$ cat src/rtl/perf_ctrl.sv
// Sequencer for a perf counter bank: clear/toggle commands, paused snapshot dumps over valid/ready, optional periodic auto-dump.
// Triggers are single-cycle pulses; the dump sequence is uninterruptible and commands wait on cmd_ready.
module perf_ctrl #(
   parameter int PERF_REG_NUM  = 1,
   parameter int CNT_W         = 64,
   parameter int SAMPLE_PERIOD = 0,
   parameter int IDX_W         = $clog2(PERF_REG_NUM) > 0 ? $clog2(PERF_REG_NUM) : 1
) (
   input  logic                               clk,
   input  logic                               rst,
   input  logic                               cmd_valid,
   input  logic [1:0]                         cmd_op,
   output logic                               cmd_ready,
   output logic                               clear_trigger,
   output logic                               toggle_trigger,
   input  logic [PERF_REG_NUM-1:0][CNT_W-1:0] counter_r,
   output logic                               out_valid,
   input  logic                               out_ready,
   output logic [CNT_W-1:0]                   out_data,
   output logic [IDX_W-1:0]                   out_idx,
   output logic                               out_last,
   output logic                               running,
   output logic                               busy
);

   localparam int TMR_W = SAMPLE_PERIOD > 1 ? $clog2(SAMPLE_PERIOD) : 1;
   localparam logic [IDX_W-1:0] LAST_IDX = IDX_W'(PERF_REG_NUM - 1);
   localparam logic [TMR_W-1:0] TMR_MAX  = TMR_W'(SAMPLE_PERIOD > 0 ? SAMPLE_PERIOD - 1 : 0);

   localparam logic [1:0] OP_CLEAR  = 2'b01;
   localparam logic [1:0] OP_TOGGLE = 2'b10;
   localparam logic [1:0] OP_DUMP   = 2'b11;

   typedef enum logic [2:0] {
      S_IDLE, S_CLR, S_TGL, S_PAUSE, S_SETTLE, S_STREAM, S_RESUME
   } state_t;

   state_t           state_q, state_d;
   logic [IDX_W-1:0] idx_q, idx_d;
   logic [TMR_W-1:0] timer_q, timer_d;
   logic             running_q, running_d;
   logic             resume_q, resume_d;
   logic             auto_pend_q, auto_pend_d;
   logic             expire;

   always_ff @(posedge clk) begin
      if (rst) begin
         state_q     <= S_IDLE;
         idx_q       <= '0;
         timer_q     <= '0;
         running_q   <= 1'b0;
         resume_q    <= 1'b0;
         auto_pend_q <= 1'b0;
      end else begin
         state_q     <= state_d;
         idx_q       <= idx_d;
         timer_q     <= timer_d;
         running_q   <= running_d;
         resume_q    <= resume_d;
         auto_pend_q <= auto_pend_d;
      end
   end

   always_comb begin
      state_d        = state_q;
      idx_d          = idx_q;
      timer_d        = timer_q;
      running_d      = running_q;
      resume_d       = resume_q;
      auto_pend_d    = auto_pend_q;
      expire         = 1'b0;
      cmd_ready      = 1'b0;
      clear_trigger  = 1'b0;
      toggle_trigger = 1'b0;
      out_valid      = 1'b0;
      out_data       = '0;
      out_idx        = '0;
      out_last       = 1'b0;
      busy           = (state_q != S_IDLE);
      running        = running_q;

      // Sample timer only advances while the bank counts and nothing else is in flight.
      if (SAMPLE_PERIOD > 0 && state_q == S_IDLE && running_q) begin
         if (timer_q == TMR_MAX) begin
            timer_d = '0;
            expire  = 1'b1;
         end else begin
            timer_d = timer_q + 1'b1;
         end
      end

      case (state_q)
         S_IDLE: begin
            cmd_ready = !auto_pend_q;
            if (auto_pend_q) begin
               auto_pend_d = 1'b0;
               resume_d    = running_q;
               idx_d       = '0;
               state_d     = running_q ? S_PAUSE : S_STREAM;
            end else begin
               auto_pend_d = expire;
               if (cmd_valid) begin
                  case (cmd_op)
                     OP_CLEAR:  state_d = S_CLR;
                     OP_TOGGLE: state_d = S_TGL;
                     OP_DUMP: begin
                        resume_d = running_q;
                        idx_d    = '0;
                        state_d  = running_q ? S_PAUSE : S_STREAM;
                     end
                     default: ;
                  endcase
               end
            end
         end
         S_CLR: begin
            clear_trigger = 1'b1;
            timer_d       = '0;
            auto_pend_d   = 1'b0;
            state_d       = S_IDLE;
         end
         S_TGL: begin
            toggle_trigger = 1'b1;
            running_d      = !running_q;
            state_d        = S_IDLE;
         end
         S_PAUSE: begin
            toggle_trigger = 1'b1;
            running_d      = 1'b0;
            state_d        = S_SETTLE;
         end
         S_SETTLE: begin
            idx_d   = '0;
            state_d = S_STREAM;
         end
         S_STREAM: begin
            out_valid = 1'b1;
            out_data  = counter_r[idx_q];
            out_idx   = idx_q;
            out_last  = (idx_q == LAST_IDX);
            if (out_ready) begin
               if (idx_q == LAST_IDX) begin
                  state_d = resume_q ? S_RESUME : S_IDLE;
               end else begin
                  idx_d = idx_q + 1'b1;
               end
            end
         end
         S_RESUME: begin
            toggle_trigger = 1'b1;
            running_d      = 1'b1;
            state_d        = S_IDLE;
         end
         default: state_d = S_IDLE;
      endcase

      // Outputs read as reset values during reset so no stray pulse reaches the bank.
      if (rst) begin
         cmd_ready      = 1'b0;
         clear_trigger  = 1'b0;
         toggle_trigger = 1'b0;
         out_valid      = 1'b0;
         out_data       = '0;
         out_idx        = '0;
         out_last       = 1'b0;
         running        = 1'b0;
         busy           = 1'b0;
      end
   end

endmodule

$ cat config.mk
export PLATFORM = sky130hd
export DESIGN_NAME = perf_ctrl
export DESIGN_NICKNAME = d
export VERILOG_FILES = /design/src/rtl/perf_ctrl.sv
export SDC_FILE = /design/constraint.sdc
export NUM_CORES = 1
export LEC_CHECK = 0
export BUFFER_PORTS_ARGS = -buffer_cell sky130_fd_sc_hd__buf_2
export CORE_MARGIN = 4
export CORE_UTILIZATION = 28
export CTS_CLUSTER_DIAMETER = 80
export CTS_CLUSTER_SIZE = 20
export DETAILED_ROUTE_END_ITERATION = 16
export GPL_ROUTABILITY_DRIVEN = 0
export PLACE_DENSITY = 0.8
export SYNTH_ARGS = -nofsm -noshare
export SYNTH_HDL_FRONTEND = slang
export SYNTH_SLANG_ARGS = --single-unit
$ cat constraint.sdc
create_clock -name clk -period 1.6 [get_ports clk]
set_input_delay 0.08 -clock clk [delete_from_list [all_inputs] [get_ports clk]]
set_output_delay 0.08 -clock clk [all_outputs]
set_load 0.01 [all_outputs]
-- Yosys cells after proc, flatten, opt, wreduce, memory -nomap -nowiden
Index checks and enable logic that the tools add are counted.
- register bits: 6
- input bits: 70
- output and inout bits: 72
- word-level logic and storage cells: 62
- add/subtract/negate cells: 1
- order comparisons: 1
- eq/ne operators: 14
- multiplexer cells: 32
- bitwise operators: 1
- reductions and logical operators: 9
- operators by type and width (operator ; number):
    $mux 64 ; 3
    $mux 1 ; 20
    $mux 3 ; 5
    $pmux 3 s4 ; 1
    $eq 3x3->1 const B ; 3
    $pmux 3 s3 ; 1
    $reduce_bool 3->1 ; 3
    $reduce_and 4->1 ; 2
    $eq 3x2->1 const B ; 2
    $ne 2x2->1 const B ; 3
    $pmux 1 s3 ; 2
    $eq 2x2->1 const B ; 2
    $ne 4x1->1 const B ; 1
    $eq 3x1->1 const B ; 1
    $logic_not 3->1 ; 1
    $reduce_and 3->1 ; 1
    $reduce_or 3->1 ; 1
    $eq 2x1->1 const B ; 1
    $ne 2x1->1 const B ; 1
    $add 1x1->1 const B ; 1
    $logic_not 1->1 ; 1
    $lt 1x1->1 const B ; 1
    $not 1->1 ; 1

-- Longest topological paths before layout
Gate-level depths: netlist of run 1.
- word-level depth: 4
- mapped depth: 6
- gate-level depth less buffers: 5

-- Worst setup path before layout of run 1
Ideal clock, no wire load.
- path kind: register to output
- from: register state_q[2]
- to: output port out_data[10]
- arrival time: 1.190 ns
- data required time: 1.520 ns
- path slack: 0.330 ns
- stages on the path, launching flop included: 7
- path buffers: 3
- cells stage by stage: dfxtp_1 buf_6 nand2_1 nor3_1 clkbuf_2 clkbuf_2 and2_1
- cells in the longest elaborated chain, start to end: 3
- RTL lines (what ; RTL line ; RTL):
    start, declared ; 38 ; state_t state_q, state_d;
    start signal, assigned ; 55 ; state_q <= state_d;
    $eq 3x3->1 ; 92 ; case (state_q)
    $mux 64 ; 92 ;
    $mux 64 ; 158 ; if (rst) begin
    end, declared ; 19 ; output logic [CNT_W-1:0] out_data,
Every way passes these cells.

-- Worst setup path in the final report of run 1
- from: register state_q[0]
- to: output port out_data[29]
The elaborated chain is that of the path after synthesis.

==> results of run 1 <==
cells by family after synthesis:
group	after synthesis	synth area share
adder cells (fa/ha/maj)	3	0.04491
AO/OA/AOI/OAI	12	0.08683
other	1	0.004487
buffers and inverters	16	0.1003
AND/OR/NAND/NOR	85	0.6437
flip-flops	5	0.1198
state kept, by name, indices dropped and copies added (netlist names):
signal,count
resume_q,1
state_q,3
running_q,1
report_power, final:
group | leakage, µW | switching (µW) | internal [µW] | total, µW
Sequential | 0.0000418 | 14.3 | 134 | 148
Clock | 0.0000150 | 53.2 | 94.4 | 148
Combinational | 0.000990 | 82.7 | 115 | 198
Total | 0.00105 | 150 | 343 | 493
synthesized netlist by cell type, types with 2 or more instances:
cell	instances
nor4b_1	2
a21oi_1	5
o21ai_0	3
clkbuf_1	3
or3_1	2
nand2b_1	2
inv_1	3
dfxtp_1	5
nor3_1	2
clkbuf_2	6
nor4_1	2
nor2_1	2
ha_1	3
buf_4	2
nand2_1	3
and2_1	64
cell type report:
cell class / count / share of cell area
Clock buffer: 4 / 0.01596
Inverter: 3 / 0.006839
Multi-Input combinational cell: 101 / 0.4043
Sequential cell: 5 / 0.06383
Tap cell: 31 / 0.02356
Timing Repair Buffer: 148 / 0.4856
critical path, cell delays in order, from the launching register on:
cell	delay [ns]
dfxtp_4	0.38
nand2_2	0.09
nor3_4	0.17
buf_6	0.14
buf_8	0.12
and2_1	0.14
buf_2	0.14
through the flow:
stage	utilization	setup TNS, ns
3_3_place_gp	0.5482	0
3_5_place_dp	0.5482	0
4_1_cts	0.5763	0
5_1_grt	0.5870	-0.02723
2_1_floorplan	-	0
6_report	0.5870	0
path summary, 6_finish.rpt:
kind / slack (ns) / endpoint / start / cells after the start
max: 0.10 / out_data[29] / state_q[0]$_SDFFE_PP0P_ / 6
min: 0.14 / resume_q$_SDFFE_PP0P_ / cmd_valid / 3
max reg2reg: 0.34 / state_q[1]$_SDFFE_PP0P_ / state_q[0]$_SDFFE_PP0P_ / 3
min reg2reg: 0.50 / resume_q$_SDFFE_PP0P_ / resume_q$_SDFFE_PP0P_ / 2
repair_timing:
| item | 4_1_cts | 5_1_grt |
|---|---|---|
| resized for setup | 9 | 8 |
| cloned | 2 | 0 |
| buffers inserted | 2 | 0 |
| pin swaps | 1 | 1 |
| endpoints found under the setup margin | 48 | 64 |
metal layers:
| layer | vias to the layer above | GRT usage | wire length [µm] |
|---|---|---|---|
| li1 | 666 | - | - |
| met1 | 541 | 0.2312 | 1548 |
| met2 | 77 | 0.3222 | 1842 |
| met3 | 8 | 0.05396 | 382 |
| met4 | 0 | 0.06887 | 68 |
| met5 | - | 0 | 0 |
cell usage in the layout (no fill, tap or decap), types with 2 or more instances in the layout:
master / instances
buf_2: 140
and2_1: 64
a21oi_1: 5
inv_1: 3
o21ai_0: 3
ha_1: 3
clkbuf_4: 3
buf_6: 3
dfxtp_1: 3
nor2_1: 2
nor4b_1: 2
nor4_1: 2
nand2b_1: 2
nand2_1: 2
or3_1: 2
buf_8: 2
buf_4: 2
==> metrics.md, run 1 <==
| Metric | Value |
|---|---|
| DR iter-0 viols | between 40 and 50 |
| RSZ-0062 raised after global routing | yes |
| Drt first pass iters | 4 |
| Critical path required time | between 1.5 and 2 ns |
| Core Region | about 2800 µm² |
| Vias in the first global route | between 1000 and 1500 |
| Post-synthesis cell area | ~840 µm² |
| First-pass GRT wire length | ~6300 µm |
| Final nets | 335 |
| Global Route Usage Sum | 0.1916 |
| Hold-fix buffers, CTS | 0 |
| Fin area | 1647 µm² |
| Final setup vio count | 0 |
| Worst setup path category | register to primary output |
| CP endpoint kind | primary output |
| Max Clock Freq | between 600 and 700 MHz |
| Setup Skew | 0.006252 ns |
| Final hold slack | around 0.14 ns |
| Rows | 19 |
| Setup WS pre-CTS | around 0.21 ns |
| Seq. cell area | 105.1 µm² |
| Cells after Synth | 122 |
| Period utilization | 0.9362 |
| Power Dens Cells | about 300 nW/µm² |
| Status | completed |
| Period minus WS final | around 1.5 ns |
| Multi-input logic area | between 600 and 700 µm² |
| Hold Path Class | input pin to register |
| Final Slew Violations | 0 |
| Synth Register Bits | 5 |
| Io pins | 142 |
| Initial Util | 0.2979 |
| Max Cap Violations | 0 |
| Diodes inserted | 0 |
| Placed cell area | 1538 µm² |
| Post-synth EDFFs | 0 |
| DP HPWL | ~3100 µm |
| Peak supply drop | approximately 0.00035 V |
| CTS sink count | 5 |
| # H-tree levels | 1 |
| Leak pwr | 0.001046 µW |
| Die Y | ~63 µm |
| Chip width | 62.64 µm |
| DRC viols | 0 |
| Prevailing post-synth register cell | dfxtp_1 |
| Fraction of synthesized cell area taken by the top area cell type | 0.4790 |
| Top cell type by total area after synthesis | and2_1 |
| Post-detailed-route wirelength per cell | approximately 13 µm |
| Port Buf Inserts | 140 |
| Area Growth Syn to Fin | 97.01% |
| Clock-pin slew on the worst setup and hold paths | about 0.050 ns |
| Inserted Clock Buffers | 3 |
| Synth warn | 0 |
| Die area | 3923 µm² |
| Largest net degree at the start of global routing | 20 |
| Crit path DAT | between 1 and 1.5 ns |
| Placed cells | ~280 |
| Avg Cell Area, Syn | 6.851 µm² |
| Post-synthesis sequential area ratio | 0.1198 |
| Fin cells | approximately 290 |
| Layout cells sized above 1 | 0.6015 |
| Power Total | between 400 and 500 µW |
| Setup crit start kind | register |
| Filler Cell Count | a little under 300 |
| Setup ws final | 0.1022 ns |
| Initial antenna violation count | 0 |
| Grt total ovfl | 0 |
| Synth area leaders | and2_1 48%, dfxtp_1 12%, ha_1 4.5% |
| Clk Latency, worst-skew pair | approximately 0.24 ns |
| CP Max Fanout | 15 |
| Vias | approximately 1300 |
| Root Driver | clkbuf_4 |
| Hold Fails Final Rpt | 0 |
| Post-DR vias/cell | between 4 and 5 |
| WL final | about 3800 µm |
| Async SR Flop Fraction | 0 |
| Post-Syn Nets | a little under 200 |
| Routed Antenna Nets | 0 |
| CTS tree | built |
| Distinct cells, synth | 29 |
| Maximum root-to-sink buffer count | 2 |
Note: power is estimated with default switching activity, not from simulation.
==> inputs of run 2 (changes only) <==
--- a/config.mk
+++ b/config.mk
@@ -5,14 +5,15 @@
 export SDC_FILE = /design/constraint.sdc
 export NUM_CORES = 1
 export LEC_CHECK = 0
+export ABC_AREA = 1
 export BUFFER_PORTS_ARGS = -buffer_cell sky130_fd_sc_hd__buf_2
 export CORE_MARGIN = 4
-export CORE_UTILIZATION = 28
+export CORE_UTILIZATION = 39
 export CTS_CLUSTER_DIAMETER = 80
 export CTS_CLUSTER_SIZE = 20
 export DETAILED_ROUTE_END_ITERATION = 16
 export GPL_ROUTABILITY_DRIVEN = 0
-export PLACE_DENSITY = 0.8
+export PLACE_DENSITY = 0.81
 export SYNTH_ARGS = -nofsm -noshare
 export SYNTH_HDL_FRONTEND = slang
 export SYNTH_SLANG_ARGS = --single-unit
==> metrics.md, run 2 <==
| Metric | Value |
|---|---|
| Synth area leaders | nand2_4 42%, nor2_2 24%, buf_12 7.4% |
| Top cell type by total area after synthesis | nand2_4 |
| Leak pwr | 0.001671 µW (+60%) |
| Placed cells | 390 (+37%) |
| Vias in the first global route | 1555 (+21%) |
| Distinct cells, synth | 23 (-21%) |
| Area Growth Syn to Fin | 54.21% |
| Cells after Synth | 202 (+66%) |
| DRC viols | 0 (unchanged) |
| Critical path's top delay family | buffers and inverters |
| First-pass GRT wire length | 6831 µm (+8.9%) |
| WL final | 4357 µm (+13%) |
| Hold-fix buffers, CTS | 0 (unchanged) |
| Most common cell after layout, fill and taps aside | buf_2 |
| Post-Syn Nets | 275 (+41%) |
| Setup Skew | 0.001611 ns (-0.004641 ns) |
| Post-synthesis cell area | 1618 µm² (+94%) |
| DR top layer | met4 |
| Async SR Flop Fraction | 0 (unchanged) |
| Io pins | 142 (unchanged) |
| Fin cells | 397 (+36%) |
| Met3 wire len | 396 µm (+3.7%) |
| Met2 wire length | 2450 µm (+33%) |
| Seq. cell area | 101.3 µm² (-3.6%) |
| Fraction of synthesized cell area taken by the top area cell type | 0.4176 (-0.06141) |
| Rows | 23 (+4) |
| Setup TNS | 0 ns (unchanged) |
| Crit path buffers/inverters | 4 (+1) |
| Hold Fails Final Rpt | 0 (unchanged) |
| Setup ws final | 0.1499 ns (+0.04772 ns) |
| Initial Util | 0.4044 (+0.1065) |
| Peak supply drop | 0.0003296 V (-5.2%) |
| Most common cell in the synthesized netlist | nor2_2 |
| Hold Path Class | input pin to register |
| Worst setup path category | register to primary output |
| Inserted Clock Buffers | 3 (unchanged) |
| Setup crit start kind | register |
| Period utilization | 0.9063 (-0.02983) |
| Final Slew Violations | 0 (unchanged) |
| Die area | 5242 µm² (+34%) |
| Final setup vio count | 0 (unchanged) |
| Placed cell area | 2397 µm² (+56%) |
| Post-synth EDFFs | 0 (unchanged) |
| Avg Cell Area, Syn | 8.009 µm² (+17%) |
| Prevailing post-synth register cell | dfxtp_1 |
| # H-tree levels | 1 (unchanged) |
| Slowest cell on crit path | dfxtp_1 |
| Port Buf Inserts | 140 (unchanged) |
| Grt total ovfl | 0 (unchanged) |
| Final nets | 421 (+26%) |
| Biggest regs | state_q: 3 flops, resume_q: 1 flops, running_q: 1 flops |
| Initial antenna violation count | 0 (unchanged) |
| Clock-pin slew on the worst setup and hold paths | 0.04 ns (about the same) |
| Maximum root-to-sink buffer count | 2 (unchanged) |
| DP HPWL | 3635 µm (+16%) |
| Power Total | 724.6 µW (+47%) |
| RSZ-0062 raised after global routing | no |
| CTS tree | built |
| Max Cap Violations | 0 (unchanged) |
| Diodes inserted | 0 (unchanged) |
| CTS sink count | 5 (unchanged) |
| Synth cell count leaders | 61 x nor2_2, 60 x nand2_4, 14 x nor2_1, 12 x nand2_1, 10 x inv_1 |
| Chip width | 72.41 µm (+16%) |
| Layout cells sized above 1 | 0.8242 (+0.2227) |
| CP Max Fanout | 6 (-9) |
| DR iter-0 viols | 21 (-57%) |
| CP endpoint kind | primary output |
| Post-detailed-route wirelength per cell | 10.97 µm (-17%) |
| Post-DR vias/cell | 4.290 (-3.1%) |
| Clk Latency, worst-skew pair | 0.23 ns (about the same) |
| Multi-input logic area | 1309 µm² (+97%) |
| Critical path required time | 1.52 ns (about the same) |
| Root Driver | clkbuf_8 |
| Max reg flops | 3 (unchanged) |
| M1 wire length | 1461 µm (-5.6%) |
| Fin area | 2495 µm² (+52%) |
| Crit path DAT | 1.37 ns (-0.05 ns) |
| Top reg by flops | state_q |
| Core Region | 4000 µm² (+43%) |
| Synth warn | 0 (unchanged) |
| Synth Register Bits | 5 (unchanged) |
| Period minus WS final | 1.450 ns (-0.04772 ns) |
| Drt first pass iters | 4 (unchanged) |
| Post-synthesis sequential area ratio | 0.06187 (-0.05789) |
| Filler Cell Count | 381 (+31%) |
| Most frequent cells in the layout | 139 x buf_2, 61 x nor2_2, 60 x nand2_4 |
| Worst-path cell chain | inv_2, nand3_4, inv_6, buf_4, nand2_4, nor2_2, buf_2 |
| Die Y | 72.41 µm (+16%) |
| Max transition margin | 0.6234 |
| Setup WS pre-CTS | 0.1839 ns (-0.02168 ns) |
| Vias | 1703 (+32%) |
| Routed Antenna Nets | 0 (unchanged) |
| Power Dens Cells | 290.4 nW/µm² (-3.1%) |
| Worst stage delay on the critical path | 0.33 ns (-0.05 ns) |
| Global Route Usage Sum | 0.1571 (-0.03450) |
| Max Clock Freq | 689.6 MHz (+3.3%) |
| Largest net degree at the start of global routing | 45 (+130%) |
| Status | completed |
| Worst-margin pin slew | 0.5649 ns |
-- run 2: where the power goes --
part / internal, µW / switching [µW] / leakage (µW) / total (µW)
Combinational: 133 / 201 / 0.00161 / 334
Clock: 172 / 74.2 / 0.0000228 / 246
Sequential: 134 / 10.7 / 0.0000411 / 144
-- run 2: final timing paths --
kind                           start  slack, ns                      end  cells past startpoint
min                        out_ready       0.15  state_q[2]$_SDFFE_PP0P_                      4
max reg2reg  state_q[0]$_SDFFE_PP0P_       0.31  state_q[2]$_SDFFE_PP0P_                      7
max          state_q[1]$_SDFFE_PP0P_       0.15             out_data[29]                      7
min reg2reg    resume_q$_SDFFE_PP0P_       0.49    resume_q$_SDFFE_PP0P_                      2
-- run 2: final cells by class --
type	instances	area share
inverters	12	0.02307
clock buffers	4	0.01805
multi-input cells	169	0.5246
repair buffers	156	0.3651
repair inverters	1	0.003511
flip-flops and latches	5	0.04062
well taps	50	0.02508
-- run 2: through the flow --
step	hold slack, ns	util
floorplan	0.2128	-
global placement	0.3835	0.5993
detailed placement	0.3881	0.5993
CTS	0.1557	0.6193
global route	0.1685	0.6237
finish	0.1508	0.6237
-- run 2: logic make-up after synthesis --
kind of cell,share of synthesized area
AOI/OAI and AO/OA,0.03480
buffers and inverters,0.1338
adders and majority gates,0.02320
DFF,0.06187
and+or+nand+nor,0.7440
other,0.002318
-- run 2: what timing repair did --
action                     4_1_cts  5_1_grt
resized for setup                1        2
buffers inserted                 2        0
hold endpoints to repair         0        0
cloned                           0        1
setup endpoints to repair       45       62
-- run 2: metal layers --
metal	vias up	global-route usage
met4	0	0.05533
met1	743	0.1638
met3	4	0.02216
li1	894	-
met2	62	0.3134
met5	-	0
-- run 2: tightest hold or removal path: stages --
cell and delay (ns):
buf_2 0.08, nor2_1 0.05, inv_1 0.06, a21oi_1 0.06
